$ cat config.mk
export PLATFORM = sky130hd
export DESIGN_NAME = servant_uart
export DESIGN_NICKNAME = d
export VERILOG_FILES = /design/src/rtl/servant_uart.sv
export SDC_FILE = /design/constraint.sdc
export NUM_CORES = 1
export LEC_CHECK = 0
export BUFFER_PORTS_ARGS = -buffer_cell sky130_fd_sc_hd__buf_2
export CAP_MARGIN = 20
export CORE_MARGIN = 1.5
export CORE_UTILIZATION = 57
export CTS_BUF_LIST = sky130_fd_sc_hd__clkbuf_8
export DETAILED_ROUTE_END_ITERATION = 6
export PLACE_DENSITY = 0.79
export RECOVER_POWER = 25
export SLEW_MARGIN = 40
export SYNTH_ARGS = -nofsm -noshare
export SYNTH_HDL_FRONTEND = slang
export SYNTH_SLANG_ARGS = --single-unit
$ cat constraint.sdc
create_clock -name i_clk -period 3.56 [get_ports i_clk]
set_input_delay 0.356 -clock i_clk [delete_from_list [all_inputs] [get_ports i_clk]]
set_output_delay 0.356 -clock i_clk [all_outputs]
set_load 0.1 [all_outputs]
$ cat src/rtl/servant_uart.sv
// Write-only UART transmitter: bus writes feed a byte FIFO that is sent as 8N1 with a programmable bit period.
// Optional feature macro SERVANT_UART_PARITY_EN adds an even-parity bit after the data bits.
module servant_uart #(
   parameter int          FIFO_AW     = 4,
   parameter logic [15:0] DEFAULT_DIV = 16'd139
) (
   input  logic        i_clk,
   input  logic        i_rst,
   input  logic [31:0] i_wb_dat,
   input  logic        i_wb_we,
   input  logic        i_wb_cyc,
   output logic [31:0] o_wb_rdt,
   output logic        o_uart_tx
);

   localparam int DEPTH = 2 ** FIFO_AW;

   typedef enum logic [2:0] {
      IDLE   = 3'd0,
      START  = 3'd1,
      DATA   = 3'd2,
      STOP   = 3'd3
`ifdef SERVANT_UART_PARITY_EN
      ,PARITY = 3'd4
`endif
   } state_t;

   state_t             state_q, state_d;
   logic               cyc_q;
   logic               ovf_q, ovf_d;
   logic [15:0]        div_q, div_d;
   logic [15:0]        div_l_q, div_l_d;
   logic [15:0]        cnt_q, cnt_d;
   logic [2:0]         bit_q, bit_d;
   logic [FIFO_AW:0]   wr_ptr_q, wr_ptr_d;
   logic [FIFO_AW:0]   rd_ptr_q, rd_ptr_d;
   logic               tx_q, tx_d;
   logic [31:0]        rdt_q, rdt_d;
   logic [7:0]         data_q;
   logic [7:0]         mem [DEPTH];

   logic               acc, wr_byte, wr_div, rd_acc;
   logic               full, empty, push, pop, expire;
   logic [FIFO_AW:0]   level;
   logic [15:0]        div_eff;
   logic [31:0]        status;
   logic               unused_dat;

   // The mux holds cyc for two cycles; only the first one is an access.
   assign acc     = i_wb_cyc & ~cyc_q;
   assign wr_byte = acc & i_wb_we & ~i_wb_dat[31];
   assign wr_div  = acc & i_wb_we & i_wb_dat[31];
   assign rd_acc  = acc & ~i_wb_we;

   assign empty   = (wr_ptr_q == rd_ptr_q);
   assign full    = (wr_ptr_q[FIFO_AW] != rd_ptr_q[FIFO_AW]) &&
                    (wr_ptr_q[FIFO_AW-1:0] == rd_ptr_q[FIFO_AW-1:0]);
   assign level   = wr_ptr_q - rd_ptr_q;
   assign push    = wr_byte & ~full;
   assign div_eff = (div_q < 16'd2) ? 16'd2 : div_q;
   assign expire  = (cnt_q == 16'd0);
   assign unused_dat = ^i_wb_dat[30:16];

   always_comb begin
      status                  = '0;
      status[0]               = (state_q != IDLE);
      status[1]               = full;
      status[2]               = empty;
      status[3]               = ovf_q;
      status[4 +: FIFO_AW+1]  = level;
   end

   always_comb begin
      ovf_d    = ovf_q;
      if (rd_acc)
         ovf_d = 1'b0;
      else if (wr_byte && full)
         ovf_d = 1'b1;
      div_d    = wr_div ? i_wb_dat[15:0] : div_q;
      rdt_d    = rd_acc ? status : rdt_q;
      wr_ptr_d = wr_ptr_q + {{FIFO_AW{1'b0}}, push};
      rd_ptr_d = rd_ptr_q + {{FIFO_AW{1'b0}}, pop};
   end

   // Next-state logic; pop and divider relatch happen on every entry into START.
   always_comb begin
      state_d = state_q;
      cnt_d   = cnt_q;
      bit_d   = bit_q;
      div_l_d = div_l_q;
      pop     = 1'b0;
      case (state_q)
         IDLE: begin
            if (!empty) begin
               state_d = START;
               pop     = 1'b1;
               div_l_d = div_eff;
               cnt_d   = div_eff - 16'd1;
            end
         end
         START: begin
            if (expire) begin
               state_d = DATA;
               bit_d   = 3'd0;
               cnt_d   = div_l_q - 16'd1;
            end else begin
               cnt_d   = cnt_q - 16'd1;
            end
         end
         DATA: begin
            if (expire) begin
               cnt_d = div_l_q - 16'd1;
               if (bit_q == 3'd7) begin
`ifdef SERVANT_UART_PARITY_EN
                  state_d = PARITY;
`else
                  state_d = STOP;
`endif
               end else begin
                  bit_d = bit_q + 3'd1;
               end
            end else begin
               cnt_d = cnt_q - 16'd1;
            end
         end
`ifdef SERVANT_UART_PARITY_EN
         PARITY: begin
            if (expire) begin
               state_d = STOP;
               cnt_d   = div_l_q - 16'd1;
            end else begin
               cnt_d   = cnt_q - 16'd1;
            end
         end
`endif
         STOP: begin
            if (expire) begin
               if (!empty) begin
                  state_d = START;
                  pop     = 1'b1;
                  div_l_d = div_eff;
                  cnt_d   = div_eff - 16'd1;
               end else begin
                  state_d = IDLE;
               end
            end else begin
               cnt_d = cnt_q - 16'd1;
            end
         end
         default: state_d = IDLE;
      endcase
   end

   // Line level is derived from the state being entered so the output register has no extra lag.
   always_comb begin
      tx_d = 1'b1;
      case (state_d)
         START:  tx_d = 1'b0;
         DATA:   tx_d = data_q[bit_d];
`ifdef SERVANT_UART_PARITY_EN
         PARITY: tx_d = ^data_q;
`endif
         default: tx_d = 1'b1;
      endcase
   end

   always_ff @(posedge i_clk) begin
      if (push)
         mem[wr_ptr_q[FIFO_AW-1:0]] <= i_wb_dat[7:0];
      if (pop)
         data_q <= mem[rd_ptr_q[FIFO_AW-1:0]];
   end

   always_ff @(posedge i_clk) begin
      if (i_rst) begin
         state_q  <= IDLE;
         cyc_q    <= 1'b0;
         ovf_q    <= 1'b0;
         div_q    <= DEFAULT_DIV;
         div_l_q  <= DEFAULT_DIV;
         cnt_q    <= 16'd0;
         bit_q    <= 3'd0;
         wr_ptr_q <= '0;
         rd_ptr_q <= '0;
         tx_q     <= 1'b1;
         rdt_q    <= 32'd0;
      end else begin
         state_q  <= state_d;
         cyc_q    <= i_wb_cyc;
         ovf_q    <= ovf_d;
         div_q    <= div_d;
         div_l_q  <= div_l_d;
         cnt_q    <= cnt_d;
         bit_q    <= bit_d;
         wr_ptr_q <= wr_ptr_d;
         rd_ptr_q <= rd_ptr_d;
         tx_q     <= tx_d;
         rdt_q    <= rdt_d;
      end
   end

   assign o_wb_rdt  = rdt_q;
   assign o_uart_tx = tx_q;

endmodule

======== After elaboration in Yosys (flattened, before gate mapping) ========
Memory sizes are Yosys's and may differ from the RTL's. A register that Yosys moved wholly into a read port is not among the register bits.
Cells that the tools add are included.
word-level totals
  input port bits ......................... 36
  word-level logic and storage cells ...... 78
  RAM bits ................................ 128
  flip-flop bits (word level) ............. 76
  output and inout bits ................... 33
  memories kept ........................... 1
memory list
  memory  words  width  rd ports  clocked after Yosys merged registers in  write ports  RTL line  RTL
  mem     16     8      1         1                                        1            40        logic [7:0] mem [DEPTH];
operators by class
  equality and inequality tests ........... 10
  add/subtract/negate cells ............... 7
  bitwise gates (word level) .............. 10
  muxes and demuxes ....................... 27
  order comparisons ....................... 2
  reductions and logical operators ........ 10
operators with widths
  cell                                                  count
  2-to-1 mux 16 bit                                     6
  one-hot mux 16 bit (3 select lines)                   1
  subtractor 16 x 1 -> 16 bit (second input constant)   3
  one-hot mux 16 bit (2 select lines)                   1
  2-to-1 mux 3 bit                                      8
  zero test 16 bit                                      1
  < comparator 16 x 2 -> 1 bit (second input constant)  1
  one-hot mux 3 bit (4 select lines)                    1
  adder 5 x 1 -> 5 bit                                  2
  equality test 3 x 2 -> 1 bit (second input constant)  3
  AND 1 bit                                             6
  equality test 3 x 1 -> 1 bit (second input constant)  2
  2-to-1 mux 1 bit                                      6
  one-hot mux 3 bit (2 select lines)                    1
  nonzero test 3 bit                                    2
  equality test 5 bit                                   1
  subtractor 5 bit                                      1
  equality test 4 bit                                   1
  < comparator 3 x 4 -> 1 bit (second input constant)   1
  inverter 1 bit                                        4
  one-hot mux 1 bit (2 select lines)                    2
  OR reduction 2 bit                                    2
  adder 3 x 1 -> 3 bit (second input constant)          1
  binary-select mux 1 bit (select 3 bit)                1
  other kinds (7)                                       8

======== Longest topological paths before layout ========
  depth after elaboration ................. 7
  gate-level depth with buffers ........... 15
  mapped depth without buffers ............ 12

======== Worst setup path before layout ========
Ideal clock, no wire load.
  path type ............................... reg2reg
  start ................................... reg rd_ptr_q[1]
  end ..................................... mem mem[0][0] (enable)
  clock period less this slack ............ 3.343 ns
  arrival ................................. 2.960 ns
  stages on the path, launching flop included .. 10
  buffers on the path ..................... 2
  slack ................................... 0.217 ns
  library setup time ...................... 0.383 ns
  required time ........................... 3.177 ns
  cell sequence ........................... dfxtp_1 clkbuf_1 clkbuf_1 inv_1 ha_1 nand4_1 nor2_1 nor3_1 or3b_2 nor3_1
between the ends
  longest elaborated chain between the ends .. 6
ends and longest elaborated chain
  what                                    RTL line  RTL
  from (decl)                             36        logic [FIFO_AW:0] rd_ptr_q, rd_ptr_d;
  from (signal assigned)                  196       rd_ptr_q <= rd_ptr_d;
  equality test 4 bit                     57        (wr_ptr_q[FIFO_AW-1:0] == rd_ptr_q[FIFO_AW-1:0]);
  logical AND 1 bit                       56        assign full = (wr_ptr_q[FIFO_AW] != rd_ptr_q[FIFO_AW]) &&
  inverter 1 bit                          59        assign push = wr_byte & ~full;
  AND 1 bit                               59
  2-to-1 mux 1 bit                        168       if (push)
  2-to-1 mux 1 bit (not written as such)  169       mem[wr_ptr_q[FIFO_AW-1:0]] <= i_wb_dat[7:0];
  to (decl)                               40
No other way between the ends.

======== Worst setup path after layout ========
  start ................................... reg div_q[10]
  end ..................................... reg cnt_q[12]
between the ends
  longest elaborated chain between the ends .. 6
ends and longest elaborated chain
  what                                     RTL line  RTL
  from (decl)                              31        logic [15:0] div_q, div_d;
  from (signal assigned)                   191       div_q <= div_d;
  < comparator 16 x 2 -> 1 bit             60        assign div_eff = (div_q < 16'd2) ? 16'd2 : div_q;
  2-to-1 mux 16 bit (*)                    60
  subtractor 16 x 1 -> 16 bit (*)          98, 142
  2-to-1 mux 16 bit (*)                    94, 138
  2-to-1 mux 16 bit                        137       if (expire) begin
  one-hot mux 16 bit (3 select lines) (*)  92        case (state_q)
  to (signal assigned)                     193       cnt_q <= cnt_d;
  to (decl)                                33        logic [15:0] cnt_q, cnt_d;
Mark *: on every way between the ends. The rest lies on a longest branch, timed or not.
A chain may end at the register's enable or synchronous reset.

==> results.sh <==
export IMPL_synth_edf_count=136
export IMPL_final_net_count=904
export IMPL_ioPinCount=69
export IMPL_hold_path_class="primary input to flop"
export IMPL_grt_max_degree=41
export IMPL_clock_sinks=212
export IMPL_crit_fanout=7
export IMPL_hold_ws_ps=88.3
export IMPL_grt_usage_pct=23.7
export IMPL_yosys_warnings=0
export IMPL_min_delay_start="i_wb_cyc"
export IMPL_synth_distinct_cells=72
export IMPL_start_kind="flop"
export IMPL_cp_arrival_ps=3640
export IMPL_ys_seq_elements=212
export IMPL_cts_clk_slew_worst_paths_ps=60
export IMPL_htree_levels=2
export IMPL_drt_iter0_markers=448
export IMPL_wirelength_mm=20.7
export IMPL_synth_seq_area_share_pct=57.5
export IMPL_regToRegEndpoint="cnt_q[12]"
export IMPL_synthXorXnorAreaFrac_pct=4.22
export IMPL_fin_ws_ps=328
export IMPL_cts_tree="built"
export IMPL_pre_cts_slack_ps=305
export IMPL_synth_compound_area_share_pct=8.20
export IMPL_p_leak_nw=3.76
export IMPL_drv_slew=0
export IMPL_finalCriticalPeriod_ps=3230
export IMPL_whs_path_depth=2
export IMPL_drive_gt1_share_pct=18.2
export IMPL_rsz0062_at_grt="false"
export IMPL_status="complete, no violations"
export IMPL_relSlewSlack_pct=43.4
export IMPL_finalSetupViolCount=0
export IMPL_antennaDiodeCount=0
export IMPL_core_sq_um=16600
export IMPL_drt_first_pass_iters=5
export IMPL_dieArea_sq_um=17900
export IMPL_synth_area_mux_share_pct=9.77
export IMPL_r2r_cells=13
export IMPL_avgRoutedWirePerCell_um=18.8
export IMPL_first_global_vias=6220
export IMPL_drtAntennaViolNets=0
export IMPL_skew_ps=19.6
export IMPL_r2r_start="div_q[10]"
export IMPL_critPathRequiredTime_ps=3970
export IMPL_ir_drop_mv=0.535
export IMPL_dieHeight_um=134
export IMPL_period_share_pct=90.8
export IMPL_grt_pass1_wl_mm=32.6
export IMPL_start_util_pct=58.6
export IMPL_tightestPinTransition_ps=845
export IMPL_via_per_inst=5.74
export IMPL_hold_end="cyc_q"
export IMPL_grt_antenna_before_repair=0
export IMPL_p_switching_mw=1.51
export IMPL_synth_main_ff_cell="edfxtp_1"
export IMPL_routed_via_count=6320
export IMPL_cp_end_kind="flop"
export IMPL_cts_buffers=35
export IMPL_cap_violations=0
export IMPL_p_comb_share_pct=14.5
export IMPL_drc_errors=0
export IMPL_port_buffers=30
export IMPL_async_flop_share_pct=0
export IMPL_finalHoldViolations=0
export IMPL_placed_cells=1038
export IMPL_timing_fmax_mhz=309
export IMPL_synth_adder_area_share_pct=1.75
export IMPL_cts_root_buf="clkbuf_8"
export IMPL_clk_path_buf_depth=3
export IMPL_setup_tns_ps=0
export IMPL_p_clk_share_pct=35.4
export IMPL_area_growth_pct=9.88
export IMPL_syn_instance_count=803
export IMPL_power_frac_seq_pct=50.0
export IMPL_clk_insertion_delay_late_ps=530
export IMPL_n_fill_cell=1251
export IMPL_synth_simple_gate_area_share_pct=13.7
export IMPL_synth_top_family_by_area="simple AND/OR/NAND/NOR gates"
export IMPL_avgSynthCellArea_sq_um=12.1
export IMPL_regToRegSetupSlack_ps=330
export IMPL_switching_share_pct=27.8
export IMPL_final_cells=1101
export IMPL_p_per_area_nw_per_um2=508
export IMPL_synthesis_area_sq_um=9750
export IMPL_die_x_um=134
export IMPL_globalRouteOverflowTotal=0
export IMPL_internal_power_mw=3.94
export IMPL_setup_worst_path_class="flop to flop"
export IMPL_rows=47
export IMPL_hpwl_mm=14.6
export IMPL_gp_congestion=0.903
-- worst max-delay path, cell delays in order (launching register included) --
cell,delay [ps]
dfxtp_1,370
or4_1,610
nor4_2,250
and3_1,240
nand2b_1,150
ha_1,190
nor3b_1,180
buf_4,160
nand2b_1,100
nor4_1,290
xor2_1,120
mux2i_1,140
o21ai_0,80
o221a_2,250
-- power by group through the flow --
| stage | logic, mW | registers (mW) | clock network [mW] |
|---|---|---|---|
| 2_1_floorplan | 0.621 | 2.79 | 0 |
| 4_1_cts | 0.787 | 2.72 | 1.98 |
| 6_report | 0.791 | 2.73 | 1.93 |
| 3_3_place_gp | 0.772 | 2.77 | 0 |
| 5_1_grt | 0.856 | 2.73 | 2.07 |
| 3_5_place_dp | 0.782 | 2.77 | 0 |
-- cells by family (layout without fill, tap and decap cells) --
logic type / count (synthesis) / after routing
muxes: 45 / 45
AOI/OAI and AO/OA: 124 / 124
buffers and inverters: 83 / 138
DFF: 212 / 212
and+or+nand+nor: 278 / 278
xor gates and xnor gates: 47 / 47
other: 1 / 24
adders and majority gates: 13 / 13
-- layer usage --
metal	global-route usage, %	part of all wire [%]	up-vias
met5	0	0	-
met4	9.24	2.9	0
met3	5.18	7.3	56
met2	39.3	49	243
met1	30.6	40	2998
li1	-	-	3023
-- worst max path at each step --
| stage | start | depth (start not counted) | end |
|---|---|---|---|
| 4_1_cts | div_q[10] | 13 | cnt_q[12] |
| 3_5_place_dp | div_q[10] | 13 | cnt_q[12] |
| 6_report | div_q[10] | 13 | cnt_q[12] |
| 3_3_place_gp | div_q[10] | 13 | cnt_q[12] |
| 2_1_floorplan | rd_ptr_q[1] | 9 | mem[0][0] |
| 5_1_grt | div_q[10] | 13 | cnt_q[12] |
-- state kept, by name, indices dropped and copies added (netlist names) --
signal	cells
data_q	8
o_wb_rdt	9
bit_q	3
rd_ptr_q	5
wr_ptr_q	5
o_uart_tx	1
state_q	3
cnt_q	16
div_l_q	16
div_q	16
mem	128
cyc_q	1
ovf_q	1
-- area by class of cell --
| cell class | instances | area, sq um | share of cell area (%) |
|---|---|---|---|
| tap | 220 | 275 | 2.57 |
| timing repair buffer | 58 | 352 | 3.28 |
| clock buffer | 38 | 523 | 4.88 |
| multi-input combinational | 531 | 3770 | 35.2 |
| inverter | 17 | 63.8 | 0.596 |
| sequential | 212 | 5610 | 52.3 |
| clock inverter | 25 | 120 | 1.12 |
-- stage by stage --
stage | util [%] | total power [mW] | cell area [sq um]
floorplan | - | 3.41 | 9840
global placement | 60.5 | 3.54 | 10100
detailed placement | 60.5 | 3.56 | 10100
CTS | 64.4 | 5.49 | 10700
global route | 64.4 | 5.66 | 10700
finish | 64.4 | 5.45 | 10700
-- cell usage in the layout (no fill, tap or decap), types with 6 or more instances in the layout --
cell and instances:
a211oi_1 11, a21oi_1 51, buf_2 23, buf_4 28, clkbuf_1 7, clkbuf_8 38, clkinv_1 6, conb_1 24
dfxtp_1 75, edfxtp_1 136, ha_1 12, inv_1 28, mux4_2 40, nand2_1 92, nand3_1 18, nor2_1 70
nor2b_1 16, nor3_1 29, nor4_1 8, o21ai_0 16, o22ai_1 8, or4_1 7, xnor2_1 33, xor2_1 14
-- what timing repair did --
| action | 4_1_cts | 5_1_grt |
|---|---|---|
| buffers inserted | 0 | 0 |
| endpoints found under the setup margin | 0 | 1 |
| hold buffers | 0 | 0 |
| gates resized for setup | 0 | 1 |
-- cell usage after synthesis, drive strengths merged (3+ instances only) --
cell type	number	area, sq um
edfxtp	136	4080
nand2	92	345
dfxtp	76	1520
nor2	71	267
a21oi	51	255
mux4	40	901
buf	36	260
xnor2	33	289
clkbuf	30	143
nor3	29	145
nand3	19	100
o21ai	17	85.1
inv	16	60.1
nor2b	16	100
xor2	14	123
ha	12	150
a211oi	11	82.6
nor4	10	77.6
or4	10	83.8
o22ai	8	50.1
o31ai	5	37.5
mux2i	4	40.0
nand2b	4	25.0
nand3b	4	30.0
a211o	3	26.3
a31oi	3	18.8
and3	3	18.8
nor3b	3	22.5
o41ai	3	33.8
or2	3	18.8
or3	3	20.0
Note: power is estimated with default switching activity, not from simulation.
